--- config.mk ---
export PLATFORM = sky130hd
export DESIGN_NAME = instr_fetch
export DESIGN_NICKNAME = d
export VERILOG_FILES = /design/src/rtl/instr_fetch.sv
export SDC_FILE = /design/constraint.sdc
export NUM_CORES = 1
export LEC_CHECK = 0
export ABC_AREA = 1
export CORE_ASPECT_RATIO = 0.7
export CORE_MARGIN = 5
export CORE_UTILIZATION = 40
export DETAILED_ROUTE_END_ITERATION = 10
export PLACE_DENSITY = 0.74
export REMOVE_ABC_BUFFERS = 1
export SLEW_MARGIN = 20
export SYNTH_ARGS = -nofsm -noshare
export SYNTH_HDL_FRONTEND = slang
export SYNTH_SLANG_ARGS = --single-unit
--- constraint.sdc ---
create_clock -name clk -period 3.03 [get_ports clk]
set_input_delay 0.4545 -clock clk [delete_from_list [all_inputs] [get_ports clk]]
set_output_delay 0.4545 -clock clk [all_outputs]
set_load 0.005 [all_outputs]
--- src/rtl/instr_fetch.sv ---
// Instruction fetch unit: keeps one imem read outstanding, holds the fetched
// word until the datapath retires it, then follows npc. Faults are sticky until reset.
module instr_fetch #(
  parameter logic [31:0] RESET_PC = 32'h0000_3000,
  parameter int unsigned TIMEOUT  = 16
) (
  input  logic        clk,
  input  logic        rst_n,
  output logic        imem_req,
  output logic [31:0] imem_addr,
  input  logic        imem_ack,
  input  logic [31:0] imem_rdata,
  output logic [31:0] ins,
  output logic [31:0] cpc,
  output logic        ins_valid,
  input  logic        ins_ready,
  input  logic [31:0] npc,
  output logic        fault,
  output logic [1:0]  fault_cause,
  output logic [31:0] retired
);

  typedef enum logic [1:0] {
    S_FETCH = 2'b00,
    S_HOLD  = 2'b01,
    S_FAULT = 2'b10
  } state_t;

  localparam logic [1:0] CAUSE_NONE     = 2'b00;
  localparam logic [1:0] CAUSE_MISALIGN = 2'b01;
  localparam logic [1:0] CAUSE_TIMEOUT  = 2'b10;
  localparam logic [7:0] WAIT_LAST      = 8'(TIMEOUT - 1);

  state_t      r_state;
  logic [31:0] r_pc;
  logic [31:0] r_ins;
  logic [31:0] r_cpc;
  logic        r_valid;
  logic        r_req;
  logic        r_fault;
  logic [1:0]  r_cause;
  logic [31:0] r_retired;
  logic [7:0]  r_wait;

  logic w_npc_aligned;
  assign w_npc_aligned = (npc[1:0] == 2'b00);

  // Coming out of reset the FSM sits in FETCH with the request still low; the
  // first clock raises it, so an ack seen before the request is up is ignored.
  always_ff @(posedge clk or negedge rst_n) begin
    if (!rst_n) begin
      r_state   <= S_FETCH;
      r_pc      <= RESET_PC;
      r_ins     <= 32'd0;
      r_cpc     <= 32'd0;
      r_valid   <= 1'b0;
      r_req     <= 1'b0;
      r_fault   <= 1'b0;
      r_cause   <= CAUSE_NONE;
      r_retired <= 32'd0;
      r_wait    <= 8'd0;
    end else begin
      case (r_state)
        S_FETCH: begin
          if (!r_req) begin
            r_req <= 1'b1;
          end else if (imem_ack) begin
            r_ins   <= imem_rdata;
            r_cpc   <= r_pc;
            r_wait  <= 8'd0;
            r_req   <= 1'b0;
            r_valid <= 1'b1;
            r_state <= S_HOLD;
          end else if (r_wait == WAIT_LAST) begin
            r_req   <= 1'b0;
            r_fault <= 1'b1;
            r_cause <= CAUSE_TIMEOUT;
            r_state <= S_FAULT;
          end else begin
            r_wait <= r_wait + 8'd1;
          end
        end
        S_HOLD: begin
          if (ins_ready) begin
            r_retired <= r_retired + 32'd1;
            r_valid   <= 1'b0;
            if (w_npc_aligned) begin
              r_pc    <= npc;
              r_req   <= 1'b1;
              r_state <= S_FETCH;
            end else begin
              r_fault <= 1'b1;
              r_cause <= CAUSE_MISALIGN;
              r_state <= S_FAULT;
            end
          end
        end
        S_FAULT: begin
        end
        default: begin
          r_req   <= 1'b0;
          r_valid <= 1'b0;
          r_fault <= 1'b1;
          r_state <= S_FAULT;
        end
      endcase
    end
  end

  assign imem_req    = r_req;
  assign imem_addr   = r_pc;
  assign ins         = r_ins;
  assign cpc         = r_cpc;
  assign ins_valid   = r_valid;
  assign fault       = r_fault;
  assign fault_cause = r_cause;
  assign retired     = r_retired;

endmodule

; Word level (Yosys, flattened, before mapping)
; Index checks and enable logic that the tools add are counted.
[classes]
addsub = 2
n_eq_ne = 12
n_mux = 29
n_bitwise = 1
reduce_logical = 12
[ops]
columns = operator, count
row1 = 32-bit by 1-bit adder with 32-bit output (second input constant), 1
row2 = 2-bit two-way mux, 9
row3 = 8-bit two-way mux, 2
row4 = 2-bit inequality test (second input constant), 8
row5 = 1-bit two-way mux, 13
row6 = 3-bit AND reduction, 4
row7 = 6-bit AND reduction, 2
row8 = 1-bit case mux with 3 select lines, 3
row9 = 8-bit by 1-bit adder with 8-bit output (second input constant), 1
row10 = 8-bit by 4-bit == test with 1-bit output (second input constant), 1
row11 = 4-bit AND reduction, 2
row12 = 2-bit case mux with 3 select lines, 1
row13 = 2-bit zero test, 2
row14 = 2-bit case mux with 2 select lines, 1
row15 = 3-bit inequality test (second input constant), 1
row16 = 2-bit by 1-bit == test with 1-bit output (second input constant), 1
row17 = 2-bit == test (second input constant), 1
row18 = 2-bit AND reduction, 1
row19 = 2-bit nonzero test, 1
row20 = 1-bit inverter, 1
[word_totals]
regBits = 143
input_bits = 68
word_cells = 66

; Depth between registers and ports, before layout
; Gate-level depths: netlist of the first run.
[depth]
word_depth = 5
ltp_mapped = 10
mapped_depth_nobuf = 10

; Worst setup path before layout of the first run
; Ideal clock, no wire load.
[synth_path]
kind = register to register
start = register r_wait[0]
end = register r_wait[7]
arrival_time_ns = 1.337
required_time_ns = 2.913
setup_slack_ns = 1.576
stages_incl_launch_ff = 10
n_path_buf = 0
synth_period_minus_slack_ns = 1.454
path_cell_list = dfrtp_1 ha_1 nand2_1 inv_1 nand2_1 or2_1 nand2_2 nand2_2 nand2_1 nand2_1
[synth_between]
elab_chain_len = 3
[synth_lines]
columns = item, line_no
row1 = from (decl), 43  ; logic [7:0] r_wait;
row2 = from (signal assigned), 80  ; r_wait <= r_wait + 8'd1;
row3 = 8-bit by 1-bit adder with 8-bit output / 8-bit by 4-bit == test with 1-bit output (equally long branches), "80, 74"
row4 = 8-bit two-way mux / 2-bit inequality test (equally long branches), --
row5 = 8-bit two-way mux / 3-bit AND reduction (equally long branches), --
; Several ways; a longest one is shown, not always the timed one. The select of a mux whose other input is x is not followed.
; A chain may end at the register's enable or synchronous reset.

; Final worst setup path of the first run
[layout_path]
start = input imem_ack
end = register r_ins[27] (netlist: ins[27])
[layout_between]
elab_chain_len = 1
[layout_lines]
columns = item, line_no
row1 = from (decl), 11  ; input logic imem_ack,
row2 = 3-bit AND reduction (no source line), --
row3 = to (signal assigned), 68  ; r_ins <= imem_rdata;
row4 = to (decl), 36  ; logic [31:0] r_ins;
; Every way passes these cells.

==> reports/results.md, run 1 <==
| Step | Metric | Reported |
|:---|:---|:---|
| status | Status | finished clean |
| logic synthesis | Number of flops mapped to enable cells by yosys | 0 |
| floorplanning | Die Height | 115 µm |
| floorplanning | Starting density of the core | 0.409 |
| pwr | LEAKAGE | 4.46 nW |
| cells and area | Antenna diodes | 0 |
| worst setup path | Crit Path Class | in2reg |
| placement | Post-place setup slack | 0.664 ns |
| worst setup path | Family with the most delay on the worst path | buffers and inverters |
| detailed routing | Ratio of routed vias to standard cells | 4.71 |
| timing | Final worst path period need | 1.93 ns |
| detailed routing | DR iter-0 viols | 207 |
| logic synthesis | Share of flip-flops with an asynchronous set or reset | 1.00 |
| global route | All-Layer GR Usage | 0.181 |
| timing | Post-route clock period utilization | 0.638 |
| placement | Placer congestion estimate | 0.804 |
| clocking | Clock tree root buffer cell | clkbuf_16 |
| global route | First-pass GRT wire length | 26.7 mm |
| logic synthesis | Synthesized area per cell | 10.4 µm² |
| cells and area | Commonest cells after routing, fill and taps aside | 199 x clkdlybuf4s50_1, 183 x nand2_1, 141 x dfrtp_1 |
| global route | Via count of the first global-routing pass | 5,076 |
| worst setup path | Peak per-stage delay on the critical path | 0.67 ns |
| logic synthesis | Post-Synthesis Cells | 614 |
| timing | Final hold viol count | 0 |
| clocking | Number of buffers inserted by post-CTS setup repair | 0 |
| logic synthesis | Count of warnings emitted by yosys | 0 |
| timing | Largest clock skew in the final design | 0.0103 ns |
| logic synthesis | Netlist cell types | 33 |
| flow run | Max cap viols | 0 |
| pwr | Peak supply drop | 0.303 mV |
| timing | Highest attainable clock frequency | 517 MHz |
| global route | Pin count of the biggest net entering global routing | 66 |
| clocking | Post-cts repair resize count | 0 |
| logic synthesis | Leading cell types by total area after synthesis | dfrtp_1 56%, mux2_4 11%, nand2_1 11%, inv_1 3.0%, o21ai_0 2.7% |
| cells and area | Ratio of cells with drive above 1 in the final layout | 0.127 |
| timing | Worst-Margin Slew | 0.595 ns |
| pwr | Switching Power | 0.000953 W |
| clocking | Clock buffers created by TritonCTS | 17 |
| pwr | Net switching fraction of the power | 0.223 |
| worst setup path | Critical path launch point type | input pin |
| clocking | CTS Hold Bufs | 0 |
| clocking | TritonCTS clock tree | yes |
| timing | Worst-case headroom to the max-slew limit | 0.603 |
| clocking | Clock Pin Slew Worst Setup and Hold Paths | 0.06 ns |
| cells and area | Most common library cell in the layout ignoring fill and taps | clkdlybuf4s50_1 |
| worst setup path | Critical path fanouts, max | 42 |
| floorplanning | Core region area | 15,500 µm² |
| pwr | Total power density per cell area | 466 nW/µm² |
| cells and area | Fin util | 0.590 |
| worst setup path | Data arrival time of the critical path | 2.23 ns |
| pwr | Combinational share of power | 0.034 |
| timing | Total count of max-transition violations in the final report | 0 |
| worst setup path | Slowest cell on crit path | clkdlybuf4s50_1 |
| clocking | # H-tree levels | 4 |
| clocking | Bufs on Longest Clock Path | 2 |
| detailed routing | Remaining DRCs | 0 |
| worst hold path | Path class of the lowest-slack min-delay path | in2async |
| global route | Residual overflow from global routing | 0 |
| clocking | Source-to-sink clock delay at the later pin of the worst-skew pair | 0.42 ns |
| pwr | Clock network fraction of design power | 0.519 |
| worst setup path | Critical path endpoint category | register |
| floorplanning | X dimension of the die | 161 µm |
| cells and area | Final-stage net count | 893 |
| worst setup path | Cells along the critical path | clkdlybuf4s50_1, nand2_8, buf_12, mux2_4 |
| worst setup path | Required time worst endpoint | 3.32 ns |
| logic synthesis | Biggest area consumer among synthesized cells | dfrtp_1 |
| floorplanning | Die area | 18,600 µm² |
| logic synthesis | Portion of the post-synthesis area used by sequential elements | 0.563 |
| detailed routing | Residual antenna-violating net count after detailed routing | 0 |
| logic synthesis | Syn Std Cell Area | 6360 µm² |
| timing | Worst setup slack after layout | 1.10 ns |
| pwr | Internal power of the cells | 0.00332 W |
| detailed routing | Routed wire length | 16.6 mm |
| detailed routing | Post-DR wirelength/cell | 16.0 µm |
| detailed routing | Via count | 4,878 |
| logic synthesis | Number of storage elements in the synthesis netlist | 143 |
| placement | Final HPWL from detailed placement | 12.0 mm |
| cells and area | Fill cells | 1,303 |
| pwr | Seq pwr share | 0.448 |
| global route | Number of antenna violations at the first check in global routing | 1 |
| timing | Final TNS setup | 0 ns |
| floorplanning | Count of pins on the block boundary | 201 |
| logic synthesis | Synth top area share | 0.555 |
| floorplanning | Number of placement rows | 38 |
| timing | Final setup viols | 0 |
| detailed routing | First-pass detailed-route iteration total | 5 |
| cells and area | Synth-to-Final Area Change | 44.3% |
| timing | Setup repair after global routing missed its margin | false |
| placement | Number of port buffers | 200 |
| worst setup path | Buffering stage count on the worst path with inverters included | 2 |
| logic synthesis | Most common flop cell mapped by yosys | dfrtp_1 |
| clocking | Sinks on the clock net | 143 |
==> layout make-up <==
| class | instances | area [µm²] | area share |
|---|---|---|---|
| Tap cell | 200 | 250 | 0.0273 |
| Inverter | 53 | 199 | 0.0217 |
| Clock buffer | 17 | 425 | 0.0464 |
| Multi-Input combinational cell | 402 | 2450 | 0.267 |
| Sequential cell | 143 | 3580 | 0.390 |
| Timing Repair Buffer | 206 | 2070 | 0.226 |
| Clock inverter | 14 | 195 | 0.0213 |
==> synth_stat cells (2+ instances only) <==
master    instances
a21oi_1           4
buf_2             5
buf_6             9
dfrtp_1         141
dfstp_2           2
ha_1              2
inv_1            51
inv_2             2
mux2_4           46
nand2_1         183
nand2_2           3
nand3_1          26
nand3b_1          6
nand4_1          15
nor2_1           36
nor2_2            4
nor2_4            5
nor3_1            5
o21ai_0          34
xnor2_1          12
xor2_1           11
==> power by group through the flow <==
stage	Combinational, W	Clock (W)	Sequential [W]
after CTS	0.000148	0.00226	0.00192
final	0.000144	0.00222	0.00192
after global placement	0.000147	0	0.00195
after global routing	0.000159	0.00234	0.00192
after floorplan	0.0000107	0	0.00195
after detailed placement	0.000148	0	0.00195
==> through the flow <==
stage                     total power (W)  cell area (µm²)  cells  hold slack [ns]
final                             0.00428             9170   1035           0.0321
after floorplan                   0.00196             6220    598            0.159
after detailed placement          0.00210             8550   1004            0.470
after global routing              0.00441             9170   1035           0.0768
after CTS                         0.00432             9170   1035           0.0546
after global placement            0.00210             8550   1004            0.453
==> state kept, by name (all words and copies together) (netlist names) <==
signal,flops
fault_cause,2
r_wait,8
r_state,2
ins_valid,1
ins,32
imem_req,1
retired,32
imem_addr,32
fault,1
cpc,32
==> routing by layer <==
metal  GRT usage  up-vias  wire (µm)
li1            -     2385          -
met1       0.234     2292       7450
met2       0.279      177       7300
met3      0.0860       22       1640
met4      0.0447        2        203
met5           0        -         13
==> logic make-up (layout without fill, tap and decap cells) <==
| logic type | after synthesis | after routing | share of synthesized area |
|---|---|---|---|
| AND/OR/NAND/NOR | 291 | 291 | 0.207 |
| buffers and inverters | 69 | 290 | 0.0525 |
| AO/OA/AOI/OAI | 39 | 39 | 0.0311 |
| XOR/XNOR | 23 | 23 | 0.0317 |
| adder cells (fa/ha/maj) | 2 | 2 | 0.00394 |
| multiplexers | 47 | 47 | 0.110 |
| flip-flops | 143 | 143 | 0.563 |
==> worst paths after layout <==
kind	depth (start not counted)	start	slack, ns	endpoint
max	4	imem_ack	1.10	ins[27]
min	1	rst_n	0.03	r_wait[7]
max reg2reg	6	r_state[1]	1.16	ins[27]
min reg2reg	2	imem_addr[12]	0.48	imem_addr[12]
max in group asynchronous	2	rst_n	2.18	ins[15]
min in group clk	2	imem_addr[12]	0.48	imem_addr[12]
Power figures use the tool's default switching activity.
==> run 2, diff against run 1 <==
- clock period: 3.03 -> 1.9 ns (I/O delays scaled with it)
==> run 2 against run 1 <==
Against the previous run:
- clock power increased by 45%
- non-clock buffer count is 7 higher
- sequential share of layout area down 0.34 points
- first-iteration DRC count grew 57%
- routed wire length about the same
- die area stayed put
- largest cell class unchanged
==> reports/results.md, run 2 (same netlist as run 1, synthesis figures left out) <==
| Step | Metric | Reported | Delta |
|:---|:---|:---|:---|
| status | Status | finished clean |  |
| worst setup path | Slowest cell on crit path | dfstp_2 |  |
| worst setup path | Peak per-stage delay on the critical path | 0.56 ns | -0.11 ns |
| cells and area | Synth-to-Final Area Change | 45.5% |  |
| detailed routing | Routed wire length | 16.6 mm | about the same |
| pwr | LEAKAGE | 4.51 nW | +1.0% |
| detailed routing | DR iter-0 viols | 325 | +57% |
| worst setup path | Family with the most delay on the worst path | flip-flops |  |
| timing | Final hold viol count | 0 | unchanged |
| pwr | Total power density per cell area | 705 nW/µm² | +51% |
| global route | Residual overflow from global routing | 0 | unchanged |
| worst setup path | Data arrival time of the critical path | 1.50 ns | -0.73 ns |
| pwr | Clock network fraction of design power | 0.495 | -0.024 |
| detailed routing | Residual antenna-violating net count after detailed routing | 0 | unchanged |
| cells and area | Fill cells | 1,301 | -0.15% |
| worst setup path | Register-to-register path setup slack | 0.20 ns | -0.96 ns |
| pwr | Final Total Pwr | 0.00652 W | +52% |
| floorplanning | Die Height | 115 µm | unchanged |
| cells and area | Fin util | 0.595 | +0.00523 |
| clocking | TritonCTS clock tree | yes |  |
| worst setup path | Critical path fanouts, max | 3 | -93% |
| clocking | Clock buffers created by TritonCTS | 17 | unchanged |
| timing | Worst-case headroom to the max-slew limit | 0.650 | +0.0465 |
| pwr | Net switching fraction of the power | 0.238 | +0.0150 |
| cells and area | Most common library cell in the layout ignoring fill and taps | clkdlybuf4s50_1 |  |
| cells and area | Ratio of cells with drive above 1 in the final layout | 0.134 | +0.00710 |
| detailed routing | Ratio of routed vias to standard cells | 4.75 | +0.70% |
| floorplanning | Die area | 18,600 µm² | unchanged |
| clocking | Source-to-sink clock delay at the later pin of the worst-skew pair | 0.41 ns | about the same |
| cells and area | Cell area after layout | 9250 µm² | +0.89% |
| timing | Worst setup slack after layout | 0.111 ns | -0.986 ns |
| floorplanning | Core region area | 15,500 µm² | unchanged |
| placement | Number of port buffers | 200 | unchanged |
| timing | Setup repair after global routing missed its margin | false |  |
| cells and area | Antenna diodes | 0 | unchanged |
| floorplanning | Starting density of the core | 0.409 | unchanged |
| pwr | Peak supply drop | 0.440 mV | +45% |
| timing | Post-route clock period utilization | 0.942 |  |
| detailed routing | First-pass detailed-route iteration total | 5 | unchanged |
| floorplanning | X dimension of the die | 161 µm | unchanged |
| timing | Final setup viols | 0 | unchanged |
| pwr | Internal power of the cells | 0.00497 W | +50% |
| global route | Via count of the first global-routing pass | 5,143 | +1.3% |
| worst setup path | Critical path endpoint category | output pin |  |
| placement | Placer congestion estimate | 0.824 | +2.6% |
| floorplanning | Number of placement rows | 38 | unchanged |
| worst setup path | Critical path launch point type | register |  |
| worst setup path | Buffering stage count on the worst path with inverters included | 1 | -1 |
| pwr | Combinational share of power | 0.036 | +0.002 |
| clocking | Bufs on Longest Clock Path | 2 | unchanged |
| placement | Final HPWL from detailed placement | 12.3 mm | +2.5% |
| clocking | Post-cts repair resize count | 0 | unchanged |
| timing | Total count of max-transition violations in the final report | 0 | unchanged |
| clocking | # H-tree levels | 4 | unchanged |
| worst setup path | Crit Path Class | reg2out |  |
| cells and area | Commonest cells after routing, fill and taps aside | 199 x clkdlybuf4s50_1, 183 x nand2_1, 141 x dfrtp_1 |  |
| worst hold path | Path class of the lowest-slack min-delay path | in2async |  |
| detailed routing | Via count | 4,950 | +1.5% |
| timing | Largest clock skew in the final design | 0.00968 ns | -0.000665 ns |
| global route | First-pass GRT wire length | 27.1 mm | +1.6% |
| global route | Number of antenna violations at the first check in global routing | 1 | unchanged |
| placement | Placement-stage cell area | 8670 µm² | +1.4% |
| clocking | Clock Pin Slew Worst Setup and Hold Paths | 0.06 ns | about the same |
| pwr | Switching Power | 0.00155 W | +63% |
| floorplanning | Count of pins on the block boundary | 201 | unchanged |
| worst setup path | Required time worst endpoint | 1.62 ns | -1.70 ns |
| detailed routing | Post-DR wirelength/cell | 15.9 µm | -0.74% |
| pwr | Seq pwr share | 0.468 | +0.020 |
| clocking | Sinks on the clock net | 143 | unchanged |
| flow run | Max cap viols | 0 | unchanged |
| clocking | Clock tree root buffer cell | clkbuf_16 |  |
| timing | Final worst path period need | 1.79 ns |  |
| timing | Worst-Margin Slew | 0.525 ns | -0.0703 ns |
| cells and area | Final-stage net count | 900 | +0.78% |
| placement | Post-place setup slack | 0.0887 ns | -0.576 ns |
| global route | All-Layer GR Usage | 0.183 | +0.00226 |
| timing | Highest attainable clock frequency | 559 MHz |  |
| global route | Pin count of the biggest net entering global routing | 48 | -27% |
| worst setup path | Cells along the critical path | clkdlybuf4s50_1 |  |
| detailed routing | Remaining DRCs | 0 | unchanged |
==> run 2: changes by cell type in the layout (fill, tap and decap cells not counted) <==
cell | previous run | this run
buf_12 | 2 | 8
clkinvlp_4 | 1 | 0
dlygate4sd3_1 | 0 | 1
clkbuf_8 | 0 | 1
inv_6 | 5 | 8
bufinv_16 | 3 | 0
clkinv_4 | 1 | 2
==> run 2: metal layers <==
metal	up-vias	share of wire	global-route usage	routed length (µm)
met5	-	0.00078	0	13
met4	2	0.0042	0.0447	70
met3	6	0.11	0.0789	1750
met2	176	0.44	0.278	7370
met1	2359	0.45	0.245	7400
li1	2407	-	-	-
==> run 2: repair_timing <==
action | CTS | global route
hold buffers | 1 | 0
setup buffers | 0 | 0
hold endpoints to repair | 37 | 0
==> run 2: final timing paths <==
path                            cells after the start           start        endpoint
worst max-delay path                                1   imem_addr[13]   imem_addr[13]
worst min-delay path                                2           rst_n         ins[17]
worst min register to register                      2  fault_cause[0]  fault_cause[0]
max in group asynchronous                           3           rst_n   imem_addr[12]
worst max register to register                      9       r_wait[0]       r_wait[7]
min in group clk                                    3         npc[12]   imem_addr[12]
==> run 2: worst register-to-register path, cell delays in order (launching register included) <==
cell	delay, ns
dfrtp_1	0.40
ha_1	0.18
nand2_1	0.08
inv_1	0.08
nand2_1	0.11
or2_1	0.30
nand2_2	0.19
nand2_2	0.13
nand2_1	0.09
nand2_1	0.05
==> run 2: final cells by class <==
cell class	count	area, µm²	share of cell area
Clock buffer	18	439	0.0475
Clock inverter	14	133	0.0143
Inverter	53	199	0.0215
Multi-Input combinational cell	402	2450	0.265
Sequential cell	143	3580	0.387
Tap cell	200	250	0.0270
Timing Repair Buffer	213	2200	0.238
==> run 2: through the flow <==
step | cells | hold slack (ns) | setup TNS, ns
after detailed placement | 1010 | 0.227 | 0
final | 1043 | 0.363 | 0
after global placement | 1010 | 0.229 | 0
after global routing | 1043 | 0.383 | 0
after floorplan | 598 | -0.0106 | -5.08
after CTS | 1043 | 0.367 | 0
==> run 2: power by group through the flow <==
stage | sequential [W] | clock, W | combinational [W]
after floorplan | 0.00311 | 0 | 0.0000171
after CTS | 0.00305 | 0.00331 | 0.000245
final | 0.00305 | 0.00323 | 0.000238
after detailed placement | 0.00311 | 0 | 0.000243
after global routing | 0.00305 | 0.00345 | 0.000264
after global placement | 0.00311 | 0 | 0.000240
==> run 3, diff against run 2 <==
- ABC_AREA: 1 -> default
- PLACE_DENSITY: 0.74 -> 0.75
==> run 3 against run 2 <==
Against the previous run:
- setup slack got worse by 0.023 ns
- critical path depth increased by 6
- combinational power increased to 14 times the previous value
- flip-flop and latch count stayed put
- hold slack gained 0.012 ns
- critical endpoint is now r_wait[3]
==> reports/results.md, run 3 <==
| Step | Metric | Reported | Delta |
|:---|:---|:---|:---|
| status | Status | finished clean |  |
| timing | Worst-Margin Slew | 0.485 ns | -0.0404 ns |
| global route | Via count of the first global-routing pass | 4,516 | -12% |
| clocking | Bufs on Longest Clock Path | 2 | unchanged |
| detailed routing | DR iter-0 viols | 116 | -64% |
| detailed routing | Routed wire length | 15.3 mm | -8.0% |
| floorplanning | X dimension of the die | 154 µm | -4.0% |
| timing | Final setup viols | 0 | unchanged |
| detailed routing | Post-DR wirelength/cell | 17.8 µm | +12% |
| global route | First-pass GRT wire length | 24.7 mm | -8.9% |
| logic synthesis | Number of flops mapped to enable cells by yosys | 0 | unchanged |
| pwr | Combinational share of power | 0.300 | +0.264 |
| cells and area | Final-stage net count | 728 | -19% |
| placement | Placement-stage cell area | 8220 µm² | -5.3% |
| logic synthesis | Cell types with the highest counts after synthesis | 141 x dfrtp_1, 94 x mux2_2, 36 x nand2_1, 19 x nor2_1, 18 x xnor2_1 |  |
| pwr | Total power density per cell area | 1290 nW/µm² | +82% |
| worst setup path | Critical path launch point type | register |  |
| pwr | LEAKAGE | 3.94 nW | -13% |
| cells and area | Most common library cell in the layout ignoring fill and taps | clkdlybuf4s50_1 |  |
| worst setup path | Required time worst endpoint | 2.25 ns | +0.63 ns |
| logic synthesis | Number of storage elements in the synthesis netlist | 143 | unchanged |
| logic synthesis | Synth top area share | 0.605 | +0.0501 |
| logic synthesis | Share of flip-flops with an asynchronous set or reset | 1.00 | unchanged |
| floorplanning | Number of placement rows | 36 | -5.3% |
| placement | Number of port buffers | 200 | unchanged |
| global route | All-Layer GR Usage | 0.179 | -0.00384 |
| cells and area | Commonest cells after routing, fill and taps aside | 199 x clkdlybuf4s50_1, 140 x dfrtp_1, 94 x mux2_2 |  |
| logic synthesis | Biggest area consumer among synthesized cells | dfrtp_1 |  |
| cells and area | Multi-input combinational cell area | 2170 µm² | -11% |
| timing | Post-route clock period utilization | 0.954 | +0.0122 |
| clocking | Clock buffers created by TritonCTS | 17 | unchanged |
| worst setup path | Critical path endpoint category | register |  |
| floorplanning | Core region area | 14,100 µm² | -9.3% |
| detailed routing | Residual antenna-violating net count after detailed routing | 0 | unchanged |
| cells and area | Antenna diodes | 0 | unchanged |
| placement | Final HPWL from detailed placement | 11.3 mm | -8.8% |
| timing | Worst-case headroom to the max-slew limit | 0.677 | +0.0273 |
| pwr | Final Total Pwr | 0.0114 W | +75% |
| timing | Setup repair after global routing missed its margin | false |  |
| cells and area | Flip-flop and latch area | 3580 µm² | about the same |
| logic synthesis | Portion of the post-synthesis area used by sequential elements | 0.614 | +0.0509 |
| floorplanning | Die Height | 111 µm | -3.9% |
| timing | Total count of max-transition violations in the final report | 0 | unchanged |
| floorplanning | Die area | 17,100 µm² | -7.7% |
| worst setup path | Crit Path Class | reg2reg |  |
| floorplanning | Starting density of the core | 0.414 | +0.00466 |
| flow run | Max cap viols | 0 | unchanged |
| global route | Number of antenna violations at the first check in global routing | 0 | -1 |
| logic synthesis | Count of warnings emitted by yosys | 0 | unchanged |
| clocking | TritonCTS clock tree | yes |  |
| floorplanning | Count of pins on the block boundary | 201 | unchanged |
| placement | Placer congestion estimate | 0.820 | -0.58% |
| worst setup path | Data arrival time of the critical path | 2.16 ns | +0.66 ns |
| detailed routing | First-pass detailed-route iteration total | 4 | -1 |
| timing | Largest clock skew in the final design | 0.00888 ns | -0.000794 ns |
| detailed routing | Via count | 4,234 | -14% |
| logic synthesis | Leading cell type by number of instances after synthesis | dfrtp_1 |  |
| pwr | Clock network fraction of design power | 0.300 | -0.195 |
| timing | Final hold viol count | 0 | unchanged |
| cells and area | Cell area after layout | 8870 µm² | -4.2% |
| timing | Highest attainable clock frequency | 552 MHz | -1.3% |
| cells and area | Fill cells | 1,056 | -19% |
| clocking | # H-tree levels | 4 | unchanged |
| worst hold path | Path class of the lowest-slack min-delay path | in2async |  |
| clocking | Clock Pin Slew Worst Setup and Hold Paths | 0.06 ns | about the same |
| logic synthesis | Leading cell types by total area after synthesis | dfrtp_1 61%, mux2_2 18%, xnor2_1 2.7%, nand2_1 2.3%, xor2_1 2.0% |  |
| detailed routing | Remaining DRCs | 0 | unchanged |
| pwr | Seq pwr share | 0.400 | -0.068 |
| detailed routing | Ratio of routed vias to standard cells | 4.92 | +3.7% |
| logic synthesis | Syn Std Cell Area | 5830 µm² | -8.3% |
| timing | Final worst path period need | 1.81 ns | +0.0232 ns |
| pwr | Net switching fraction of the power | 0.269 | +0.0307 |
| pwr | Internal power of the cells | 0.00834 W | +68% |
| logic synthesis | Post-Synthesis Cells | 429 | -30% |
| clocking | Sinks on the clock net | 143 | unchanged |
| logic synthesis | Netlist cell types | 46 | +39% |
| pwr | Switching Power | 0.00306 W | +97% |
| timing | Final-layout worst hold slack | 0.375 ns | +0.0117 ns |
| clocking | Clock tree root buffer cell | clkbuf_16 |  |
| global route | Pin count of the biggest net entering global routing | 52 | +8.3% |
| cells and area | Fin util | 0.629 | +0.0339 |
| cells and area | Synth-to-Final Area Change | 52.1% |  |
| logic synthesis | Synthesized area per cell | 13.6 µm² | +31% |
| cells and area | Ratio of cells with drive above 1 in the final layout | 0.254 | +0.120 |
| clocking | Source-to-sink clock delay at the later pin of the worst-skew pair | 0.41 ns | about the same |
| worst setup path | Critical path fanouts, max | 12 | +9 |
| logic synthesis | Most common flop cell mapped by yosys | dfrtp_1 |  |
| pwr | Peak supply drop | 0.568 mV | +29% |
| global route | Residual overflow from global routing | 0 | unchanged |
-- run 3: worst max-delay path, stage by stage, from the launching register on --
cell	delay [ns]
dfrtp_2	0.44
ha_2	0.22
nand4b_1	0.12
nor4_1	0.07
buf_4	0.18
or4_1	0.48
a21oi_1	0.16
a21o_1	0.09
-- run 3: path summary, 6_finish.rpt --
| path | from | end | slack, ns | depth (start not counted) |
|---|---|---|---|---|
| min reg2reg | fault | fault | 0.49 | 1 |
| min | rst_n | r_state[1] | 0.38 | 2 |
| max | r_wait[0] | r_wait[3] | 0.09 | 7 |
| max reg2reg | r_wait[0] | r_wait[3] | 0.09 | 7 |
| max in group asynchronous | rst_n | retired[2] | 0.85 | 3 |
| min in group clk | npc[16] | imem_addr[16] | 0.48 | 2 |
-- run 3: area by class of cell --
cell class / count / area share
flip-flops and latches: 143 / 0.404
repair buffers: 224 / 0.254
multi-input cells: 265 / 0.244
clock buffers: 17 / 0.0480
well taps: 190 / 0.0268
clock inverters: 14 / 0.0205
inverters: 7 / 0.00296
-- run 3: cell families after synthesis --
| kind of cell | share of synthesized area |
|---|---|
| flip-flops | 0.614 |
| AND/OR/NAND/NOR | 0.108 |
| multiplexers | 0.185 |
| XOR/XNOR | 0.0466 |
| AO/OA/AOI/OAI | 0.0253 |
| buffers and inverters | 0.0163 |
| adder cells (fa/ha/maj) | 0.00429 |
-- run 3: metrics by stage --
step                instances  worst slack (ns)  TNS [ns]
floorplan                 415             -1.39    -89.99
global placement          826            -0.122     -1.87
detailed placement        826            -0.160     -2.87
CTS                       858            0.0446         0
global route              860           0.00734         0
finish                    860            0.0874         0
-- run 3: power by group through the flow --
stage                     Combinational [W]  Clock, W  Sequential [W]
after floorplan                     0.00117         0         0.00457
after detailed placement            0.00344         0         0.00461
final                               0.00342   0.00342         0.00457
after global placement              0.00335         0         0.00454
after global routing                0.00368   0.00364         0.00469
after CTS                           0.00346   0.00349         0.00457
-- run 3: routing by layer --
| metal | vias to the layer above | share of wire | global-route usage |
|---|---|---|---|
| li1 | 1957 | - | - |
| met1 | 2130 | 0.45 | 0.238 |
| met2 | 135 | 0.48 | 0.292 |
| met3 | 12 | 0.059 | 0.0527 |
| met4 | 0 | 0.0073 | 0.0412 |
| met5 | - | 0 | 0 |
-- run 3: repair_timing --
item | 4_1_cts | 5_1_grt
endpoints found under the hold margin | 44 | 0
gates resized for setup | 0 | 3
hold buffers | 1 | 0
setup buffers | 0 | 2
setup endpoints to repair | 0 | 9
